## config.mk

```make
export PLATFORM = sky130hd
export DESIGN_NAME = instruction_decode
export DESIGN_NICKNAME = d
export VERILOG_FILES = /design/src/rtl/instruction_decode.sv
export SDC_FILE = /design/constraint.sdc
export NUM_CORES = 2
export LEC_CHECK = 0
export CORE_ASPECT_RATIO = 0.9
export CORE_MARGIN = 1.5
export CORE_UTILIZATION = 55
export DETAILED_ROUTE_END_ITERATION = 10
export GPL_TIMING_DRIVEN = 0
export PLACE_DENSITY = 0.77
export SYNTH_ARGS = -nofsm -noshare
export SYNTH_HDL_FRONTEND = slang
export SYNTH_SLANG_ARGS = --single-unit
```

## constraint.sdc

```tcl
create_clock -name clk -period 43.5 [get_ports clk]
set_input_delay 4.35 -clock clk [delete_from_list [all_inputs] [get_ports clk]]
set_output_delay 4.35 -clock clk [all_outputs]
set_load 0.01 [all_outputs]
```

## src/rtl/instruction_decode.sv

```systemverilog
// ID stage of the 5-stage MIPS pipeline: register file, control decode,
// branch/jump resolution, load-use stall detection and the ID/EX register.
module instruction_decode #(
  parameter int len      = 32,
  parameter int num_regs = 32
) (
  input  logic           clk,
  input  logic           reset,
  input  logic [len-1:0] in_pc_branch,
  input  logic [len-1:0] in_instruction,
  input  logic           in_wb_write,
  input  logic [4:0]     in_wb_addr,
  input  logic [len-1:0] in_wb_data,
  input  logic           in_ex_mem_read,
  input  logic [4:0]     in_ex_rt,
  output logic [2:0]     out_pc_src,
  output logic [len-1:0] out_pc_jump,
  output logic [len-1:0] out_pc_branch,
  output logic [len-1:0] out_pc_register,
  output logic           out_pc_enable,
  output logic [len-1:0] out_reg1,
  output logic [len-1:0] out_reg2,
  output logic [len-1:0] out_imm,
  output logic [4:0]     out_rs,
  output logic [4:0]     out_rt,
  output logic [4:0]     out_rd,
  output logic [len-1:0] out_link,
  output logic           out_reg_write,
  output logic           out_mem_read,
  output logic           out_mem_write,
  output logic           out_mem_to_reg,
  output logic           out_alu_src,
  output logic           out_is_link,
  output logic [1:0]     out_reg_dst,
  output logic [3:0]     out_alu_op
);

  localparam logic [5:0] op_rtype = 6'h00, op_j    = 6'h02, op_jal  = 6'h03;
  localparam logic [5:0] op_beq   = 6'h04, op_bne  = 6'h05, op_addi = 6'h08;
  localparam logic [5:0] op_slti  = 6'h0A, op_andi = 6'h0C, op_ori  = 6'h0D;
  localparam logic [5:0] op_xori  = 6'h0E, op_lui  = 6'h0F, op_lw   = 6'h23;
  localparam logic [5:0] op_sw    = 6'h2B, fn_jr   = 6'h08, fn_jalr = 6'h09;

  localparam logic [3:0] alu_rtype = 4'h0, alu_add = 4'h1, alu_slt = 4'h2, alu_and = 4'h3;
  localparam logic [3:0] alu_or    = 4'h4, alu_xor = 4'h5, alu_lui = 4'h6, alu_sub = 4'h7;

  logic [5:0]  opcode, funct;
  logic [4:0]  rs, rt, rd;
  logic [15:0] imm16;

  assign opcode = in_instruction[31:26];
  assign rs     = in_instruction[25:21];
  assign rt     = in_instruction[20:16];
  assign rd     = in_instruction[15:11];
  assign imm16  = in_instruction[15:0];
  assign funct  = in_instruction[5:0];

  logic [len-1:0] regs [num_regs];
  logic [len-1:0] rs_val, rt_val, imm_sext, imm_ext;

  always_ff @(posedge clk or posedge reset) begin
    if (reset) begin
      for (int i = 0; i < num_regs; i++) regs[i] <= '0;
    end else if (in_wb_write && in_wb_addr != 5'd0) begin
      regs[in_wb_addr] <= in_wb_data;
    end
  end

  // Write-through read so WB and ID can share a cycle without a hazard.
  function automatic logic [len-1:0] rf_read(input logic [4:0] addr);
    if (addr == 5'd0) return '0;
    if (in_wb_write && in_wb_addr == addr) return in_wb_data;
    return regs[addr];
  endfunction

  assign rs_val = rf_read(rs);
  assign rt_val = rf_read(rt);

  logic       flush_q, stall, taken, bubble;
  logic       dec_reg_write, dec_mem_read, dec_mem_write, dec_mem_to_reg;
  logic       dec_alu_src, dec_is_link, use_rt, zero_ext;
  logic       is_beq, is_bne, is_jump, is_jump_reg;
  logic [1:0] dec_reg_dst;
  logic [3:0] dec_alu_op;

  // A wrong-path word (flush_q) decodes to all-zero control and flags.
  always_comb begin
    dec_reg_write  = 1'b0;
    dec_mem_read   = 1'b0;
    dec_mem_write  = 1'b0;
    dec_mem_to_reg = 1'b0;
    dec_alu_src    = 1'b0;
    dec_is_link    = 1'b0;
    dec_reg_dst    = 2'b00;
    dec_alu_op     = alu_rtype;
    use_rt         = 1'b0;
    zero_ext       = 1'b0;
    is_beq         = 1'b0;
    is_bne         = 1'b0;
    is_jump        = 1'b0;
    is_jump_reg    = 1'b0;
    if (!flush_q) begin
      case (opcode)
        op_rtype: begin
          if (funct == fn_jr) begin
            is_jump_reg = 1'b1;
          end else if (funct == fn_jalr) begin
            is_jump_reg   = 1'b1;
            dec_reg_write = 1'b1;
            dec_reg_dst   = 2'b01;
            dec_is_link   = 1'b1;
          end else begin
            dec_reg_write = 1'b1;
            dec_reg_dst   = 2'b01;
            use_rt        = 1'b1;
          end
        end
        op_j:   is_jump = 1'b1;
        op_jal: begin
          is_jump       = 1'b1;
          dec_reg_write = 1'b1;
          dec_reg_dst   = 2'b10;
          dec_is_link   = 1'b1;
        end
        op_beq: begin is_beq = 1'b1; use_rt = 1'b1; dec_alu_op = alu_sub; end
        op_bne: begin is_bne = 1'b1; use_rt = 1'b1; dec_alu_op = alu_sub; end
        op_addi, op_slti, op_andi, op_ori, op_xori, op_lui: begin
          dec_reg_write = 1'b1;
          dec_alu_src   = 1'b1;
          case (opcode)
            op_addi: dec_alu_op = alu_add;
            op_slti: dec_alu_op = alu_slt;
            op_andi: begin dec_alu_op = alu_and; zero_ext = 1'b1; end
            op_ori:  begin dec_alu_op = alu_or;  zero_ext = 1'b1; end
            op_xori: begin dec_alu_op = alu_xor; zero_ext = 1'b1; end
            default: dec_alu_op = alu_lui;
          endcase
        end
        op_lw: begin
          dec_reg_write  = 1'b1;
          dec_mem_read   = 1'b1;
          dec_mem_to_reg = 1'b1;
          dec_alu_src    = 1'b1;
          dec_alu_op     = alu_add;
        end
        op_sw: begin
          dec_mem_write = 1'b1;
          dec_alu_src   = 1'b1;
          dec_alu_op    = alu_add;
          use_rt        = 1'b1;
        end
        default: ;
      endcase
    end
  end

  assign stall  = !flush_q && in_ex_mem_read && (in_ex_rt != 5'd0) &&
                  ((in_ex_rt == rs) || ((in_ex_rt == rt) && use_rt));
  assign taken  = (is_beq && rs_val == rt_val) || (is_bne && rs_val != rt_val);
  assign bubble = stall || flush_q;

  always_comb begin
    out_pc_src = 3'b000;
    if (!stall) begin
      if (taken)            out_pc_src = 3'b001;
      else if (is_jump)     out_pc_src = 3'b010;
      else if (is_jump_reg) out_pc_src = 3'b100;
    end
  end

  assign imm_sext        = {{(len-16){imm16[15]}}, imm16};
  assign imm_ext         = zero_ext ? {{(len-16){1'b0}}, imm16} : imm_sext;
  assign out_pc_branch   = in_pc_branch + (imm_sext << 2);
  assign out_pc_jump     = {in_pc_branch[len-1:len-4], in_instruction[25:0], 2'b00};
  assign out_pc_register = rs_val;
  assign out_pc_enable   = reset || !stall;

  always_ff @(posedge clk or posedge reset) begin
    if (reset) begin
      flush_q        <= 1'b0;
      out_reg1       <= '0;
      out_reg2       <= '0;
      out_imm        <= '0;
      out_rs         <= '0;
      out_rt         <= '0;
      out_rd         <= '0;
      out_link       <= '0;
      out_reg_write  <= 1'b0;
      out_mem_read   <= 1'b0;
      out_mem_write  <= 1'b0;
      out_mem_to_reg <= 1'b0;
      out_alu_src    <= 1'b0;
      out_is_link    <= 1'b0;
      out_reg_dst    <= 2'b00;
      out_alu_op     <= 4'h0;
    end else begin
      flush_q        <= (out_pc_src != 3'b000);
      out_reg1       <= rs_val;
      out_reg2       <= rt_val;
      out_imm        <= imm_ext;
      out_rs         <= rs;
      out_rt         <= rt;
      out_rd         <= rd;
      out_link       <= in_pc_branch;
      out_reg_write  <= dec_reg_write  && !bubble;
      out_mem_read   <= dec_mem_read   && !bubble;
      out_mem_write  <= dec_mem_write  && !bubble;
      out_mem_to_reg <= dec_mem_to_reg && !bubble;
      out_alu_src    <= dec_alu_src    && !bubble;
      out_is_link    <= dec_is_link    && !bubble;
      out_reg_dst    <= bubble ? 2'b00 : dec_reg_dst;
      out_alu_op     <= bubble ? 4'h0  : dec_alu_op;
    end
  end

endmodule
```

# After elaboration in Yosys (flattened, before gate mapping)
# Index checks and enable logic that the tools add are counted.
[totals] input_bits=110 wordCells=176 regBits=1179
[op_classes] eq_ne=20 n_addsub=1 mux=65 n_bitwise=3 n_reduce_logical=36 order_cmp=4
[ops] cell="$bwmux W1024" n=1
[ops] cell="$mux W32" n=14
[ops] cell="$bmux W32 S5" n=2
[ops] cell="$demux W32 S5" n=1
[ops] cell="$eq A6 B4 Y1 const B" n=8
[ops] cell="$mux W1" n=33
[ops] cell="$add A32 B32 Y32" n=1
[ops] cell="$eq A32 B32 Y1" n=1
[ops] cell="$ne A32 B32 Y1" n=1
[ops] cell="$eq A5 B5 Y1" n=4
[ops] cell="$ge A6 B6 Y1 const B" n=3
[ops] cell="$not A5 Y6" n=3
[ops] cell="$reduce_or A8 Y1" n=2
[ops] cell="$logic_and A1 B1 Y1" n=15
[ops] cell="$mux W3" n=5
[ops] cell="$pmux W3 S5" n=1
[ops] cell="$eq A6 B2 Y1 const B" n=2
[ops] cell="$eq A6 B3 Y1 const B" n=2
[ops] cell="$eq A6 B6 Y1 const B" n=2
[ops] cell="$logic_not A5 Y1" n=2
[ops] cell="$reduce_bool A5 Y1" n=2
[ops] cell="$pmux W3 S3" n=1
[ops] cell="$logic_not A6 Y1" n=1
[ops] cell="$lt A6 B1 Y1 const B" n=1
[ops] cell="other kinds (10)" n=21

# Depth between registers and ports, before layout
[logic_depth] word_depth=12 ltp_mapped=17 ltp_nobuf=14

# Least setup slack after synthesis
# OpenSTA, ideal clock, no wires.
[synth_timing] kind="input -> output" start="input port reset" end="output port out_pc_enable" n_path_buf=0 path_slack_ns=8.757 arrival_time_ns=30.393 required_ns=39.150 stages=2 cell_sequence="inv_1 nand2_1"
[synth_via] elab_chain_cells=1
[synth_rtl] element="start: declaration" line="8" source="input logic reset,"
[synth_rtl] element="$logic_or A1 B1 Y1" line="176" source="assign out_pc_enable = reset || !stall;"
[synth_rtl] element="end: declaration" line="20" source="output logic out_pc_enable,"
# Every way passes these cells.

# Worst setup path in the final report
[layout_timing] start="input port in_instruction[21]" end="output port out_pc_src[0]"
[layout_via] elab_chain_cells=11 elab_cells_between_ends=23 classes_between="eq/ne: 4; mux: 11; bitwise: 1; reduce/logical: 7"
[layout_rtl] element="start: declaration" line="10" source="input logic [len-1:0] in_instruction,"
[layout_rtl] element="$not A5 Y6 (not written as such) / $eq A5 B5 Y1 (equally long branches)" line="73, 72"
[layout_rtl] element="$bmux W32 S5 / $logic_and A1 B1 Y1 (equally long branches)" line="73, 72"
[layout_rtl] element="$mux W32 (not written as such) / $mux W1 (equally long branches) (2 in a row)" line="73, 72"
[layout_rtl] element="$mux W32" line="73" source="return regs[addr];"
[layout_rtl] element="$mux W32" line="72" source="if (in_wb_write && in_wb_addr == addr) return in_wb_data;"
[layout_rtl] element="$eq A32 B32 Y1 / $ne A32 B32 Y1 (equally long branches)" line="159" source="assign taken = (is_beq && rs_val == rt_val) || (is_bne && rs_val != rt_val);"
[layout_rtl] element="$logic_and A1 B1 Y1" line="159"
[layout_rtl] element="$logic_or A1 B1 Y1" line="159"
[layout_rtl] element="$mux W3" line="165" source="if (taken) out_pc_src = 3'b001;"
[layout_rtl] element="$mux W3 (*)" line="164" source="if (!stall) begin"
[layout_rtl] element="end: declaration" line="16" source="output logic [2:0] out_pc_src,"
# Mark *: on every way between the ends. The rest lies on a longest branch, timed or not. The select of a mux whose other input is x is not followed.

==> results.md <==
* DR WL/cell at between 40 and 50 um
* Bufs on Longest Clock Path at 3
* Routed Antenna Nets at 0
* Routed WL at about 300000 um
* NumNets Final at roughly 5000
* DIE WIDTH at roughly 360 um
* Gr busiest metal: met2
* Setup bufs post-CTS at 0
* Unique masters post-synth at 93
* Initial antenna violation count at 36
* Top reg by flops: regs
* Rows at about 120
* Met2 usage in global routing at 67.6%
* Post-synthesis sequential area ratio at between 40% and 50%
* Async S/R FF share, synth at between 90% and 100%
* 1st-iter DRT viols at 9800
* Post-synth EDFFs at 0
* Yosys warning count at 0
* GRT overflow at 0
* CTS resizes at 0
* MaxCap Viol Count at 46
* Share of layout cells above drive strength 1 at 39.7%
* Synth top area cells: dfrtp_1 (47%), mux2_2 (18%), mux4_2 (17%)
* Largest register FFs at ~1000
* Die Footprint at ~110000 sq um
* Max Freq at between 50 and 60 MHz
* Worst Skew at approximately 0.053 ns
* Pre-antenna DRT Iters at 11
* M3 GR Usage at between 30% and 40%
* RSZ-0062 raised after global routing: false
* Dpl cells at slightly above 6000
* P_leak at 31.1 nW
* GRT met1 Usage at roughly 60%
* Synth Area in Adders at less than 1%
* RD Place Congestion at 1.10
* WP data required at around 39 ns
* Hold buffers post-CTS at 0
* Failing checks: design-rule violations, max-capacitance violations, max-slew violations
* Critical Path Start Type: input pin
* Count leader, synth: dfrtp_1
* CP Capture Type: primary output
* Routed via count at roughly 50000
* Total I/O pin count at between 300 and 400
* First-pass GRT wire length at ~400000 um
* Port bufs at roughly 350
* Count of state elements after synthesis at about 1200
* Core area at ~110000 sq um
* Via/cell ratio at about 7.8
* TritonCTS clock tree: yes
* Leading area contributor after synthesis: dfrtp_1
* Total power at 3.40 mW
* Syn avg cell area at 14.3 sq um
* Largest net degree at the start of global routing at about 130
* Post-route design area at between 70000 and 80000 sq um
* Fin crit share at a little over 40%
* Post-route DRC at 20
* Yosys top cell area share at 47.2%
* Clk slew on worst S/H paths at roughly 0.06 ns
* Synth Flop Type: dfrtp_1
* Number of global-route vias before repair at ~47000
* Hold WS at ~0.48 ns
* Post-synthesis simple-gate area fraction at approximately 3.2%
* Gate Count Post-Synth at roughly 4300
* Most common library cells after synthesis: dfrtp_1 (1158), mux2_2 (994), mux4_2 (455)
* Starting Density at roughly 55%
* Final max-slew violation count at 471
* Post-synthesis mux area share at around 38%
* Total Routing Usage GR at 53.0%
* Post-synthesis xor/xnor area fraction at under 10%
* Relative slew slack at -19.9%
* Non-filler cells, final at 6432
* Kind of critical path: in -> out
* Synth-to-Final Area Change at 17.0%
* Critical path arrival at 13.71 ns
* Die boundary height at 320 um
* Clock sinks at about 1200
* Setup-failing EPs final at 0
* Compound-Gate Fraction of Synth Area at 5.61%
* Power Dens Cells at around 47 nW/um^2
* Final core occ at 64.7%
* Final Hold Viols at 0
* Post-place instance area at 67400 sq um
* Hpwl dp at approximately 200000 um
* Maximum fanout along the worst path at 10
* Worst vdd ir at 0.0000390 V
* CTS root buf: clkbuf_16
* Post-route minimum period at between 15 and 20 ns
* Worst slew pin tran at approximately 1.8 ns
* Largest family of logic cells by synthesized area: multiplexers
* Clk_lat worst skew at about 0.85 ns
* Outcome: complete, but fails checks
* Cell Area, Synth at 61400 sq um
* H-tree depth at 3
* CTS Buf Count at around 120
* Hold Crit Class: reg -> reg
* Filler cell count at 8180
routing by layer:
metal  vias to the layer above  routed length, um
met1                     25300              97100
met5                         -               1640
met4                        50              33000
met2                      5541             114000
met3                      1746              55300
li1                      17500                  -
worst max-delay path: stages:
cell and delay (ns):
clkdlybuf4s50_1 0.70, buf_4 0.29, buf_6 0.31, buf_6 0.33, buf_2 0.78, nor3_1 0.15
nand2_1 0.48, buf_2 0.65, clkbuf_1 1.28, o21ai_0 0.24, a21oi_1 0.48, xnor2_1 0.50
nand4_1 0.43, nor3_1 0.85, and4bb_1 0.75, xnor2_1 0.23, nor3_1 0.21, clkdlybuf4s50_1 0.58
cells in the final DEF (no fill, tap or decap), types with 42 or more instances in the layout:
| cell type | count |
|---|---|
| a21oi_1 | 81 |
| clkbuf_2 | 44 |
| o21ai_0 | 90 |
| clkbuf_1 | 241 |
| buf_2 | 71 |
| mux4_2 | 455 |
| xnor2_1 | 51 |
| clkdlybuf4s50_1 | 354 |
| dfrtp_1 | 1158 |
| diode_2 | 42 |
| clkbuf_16 | 124 |
| mux2i_1 | 160 |
| nor2_1 | 110 |
| a22oi_1 | 81 |
| nand2_1 | 109 |
| o22ai_1 | 56 |
| mux2_2 | 994 |
| buf_4 | 86 |
report_power, final:
group	total (mW)	switching [mW]	internal, mW
registers	1.42	0.149	1.27
clock network	1.17	0.480	0.688
logic	0.814	0.399	0.414
total	3.40	1.03	2.38
stage by stage:
stage,worst slack [ns],TNS (ns)
5_1_grt,25.90,0
4_1_cts,26.68,0
3_3_place_gp,-6.95,-7814.95
2_1_floorplan,6.52,0
3_5_place_dp,26.74,0
6_report,25.44,0
cells by family after synthesis:
logic type               Yosys count
buffers and inverters            521
flip-flops                      1158
other                              1
multiplexers                    1618
XOR/XNOR                          73
adder cells (fa/ha/maj)           30
AO/OA/AOI/OAI                    503
AND/OR/NAND/NOR                  408
layout make-up:
| type | instances | area, sq um | area share (%) |
|---|---|---|---|
| multi-input cells | 2635 | 29800 | 41.4 |
| flip-flops and latches | 1158 | 29000 | 40.3 |
| repair buffers | 374 | 3970 | 5.52 |
| clock buffers | 171 | 3490 | 4.86 |
| plain buffers | 490 | 2680 | 3.72 |
| well taps | 1475 | 1850 | 2.57 |
| clock inverters | 56 | 910 | 1.27 |
| inverters | 31 | 124 | 0.172 |
| diodes | 42 | 105 | 0.146 |
final timing paths:
path,slack [ns],end,cells past startpoint,from
worst max-delay path,25.44,out_pc_src[0],18,in_instruction[21]
worst min-delay path,0.48,regs[997],1,regs[997]
worst max register to register,38.18,flush_q,10,regs[519]
worst min register to register,0.48,regs[997],1,regs[997]
max in group asynchronous,36.95,regs[162],6,reset
min in group asynchronous,3.88,out_reg_dst[1],2,reset
Note: power is estimated with default switching activity, not from simulation.
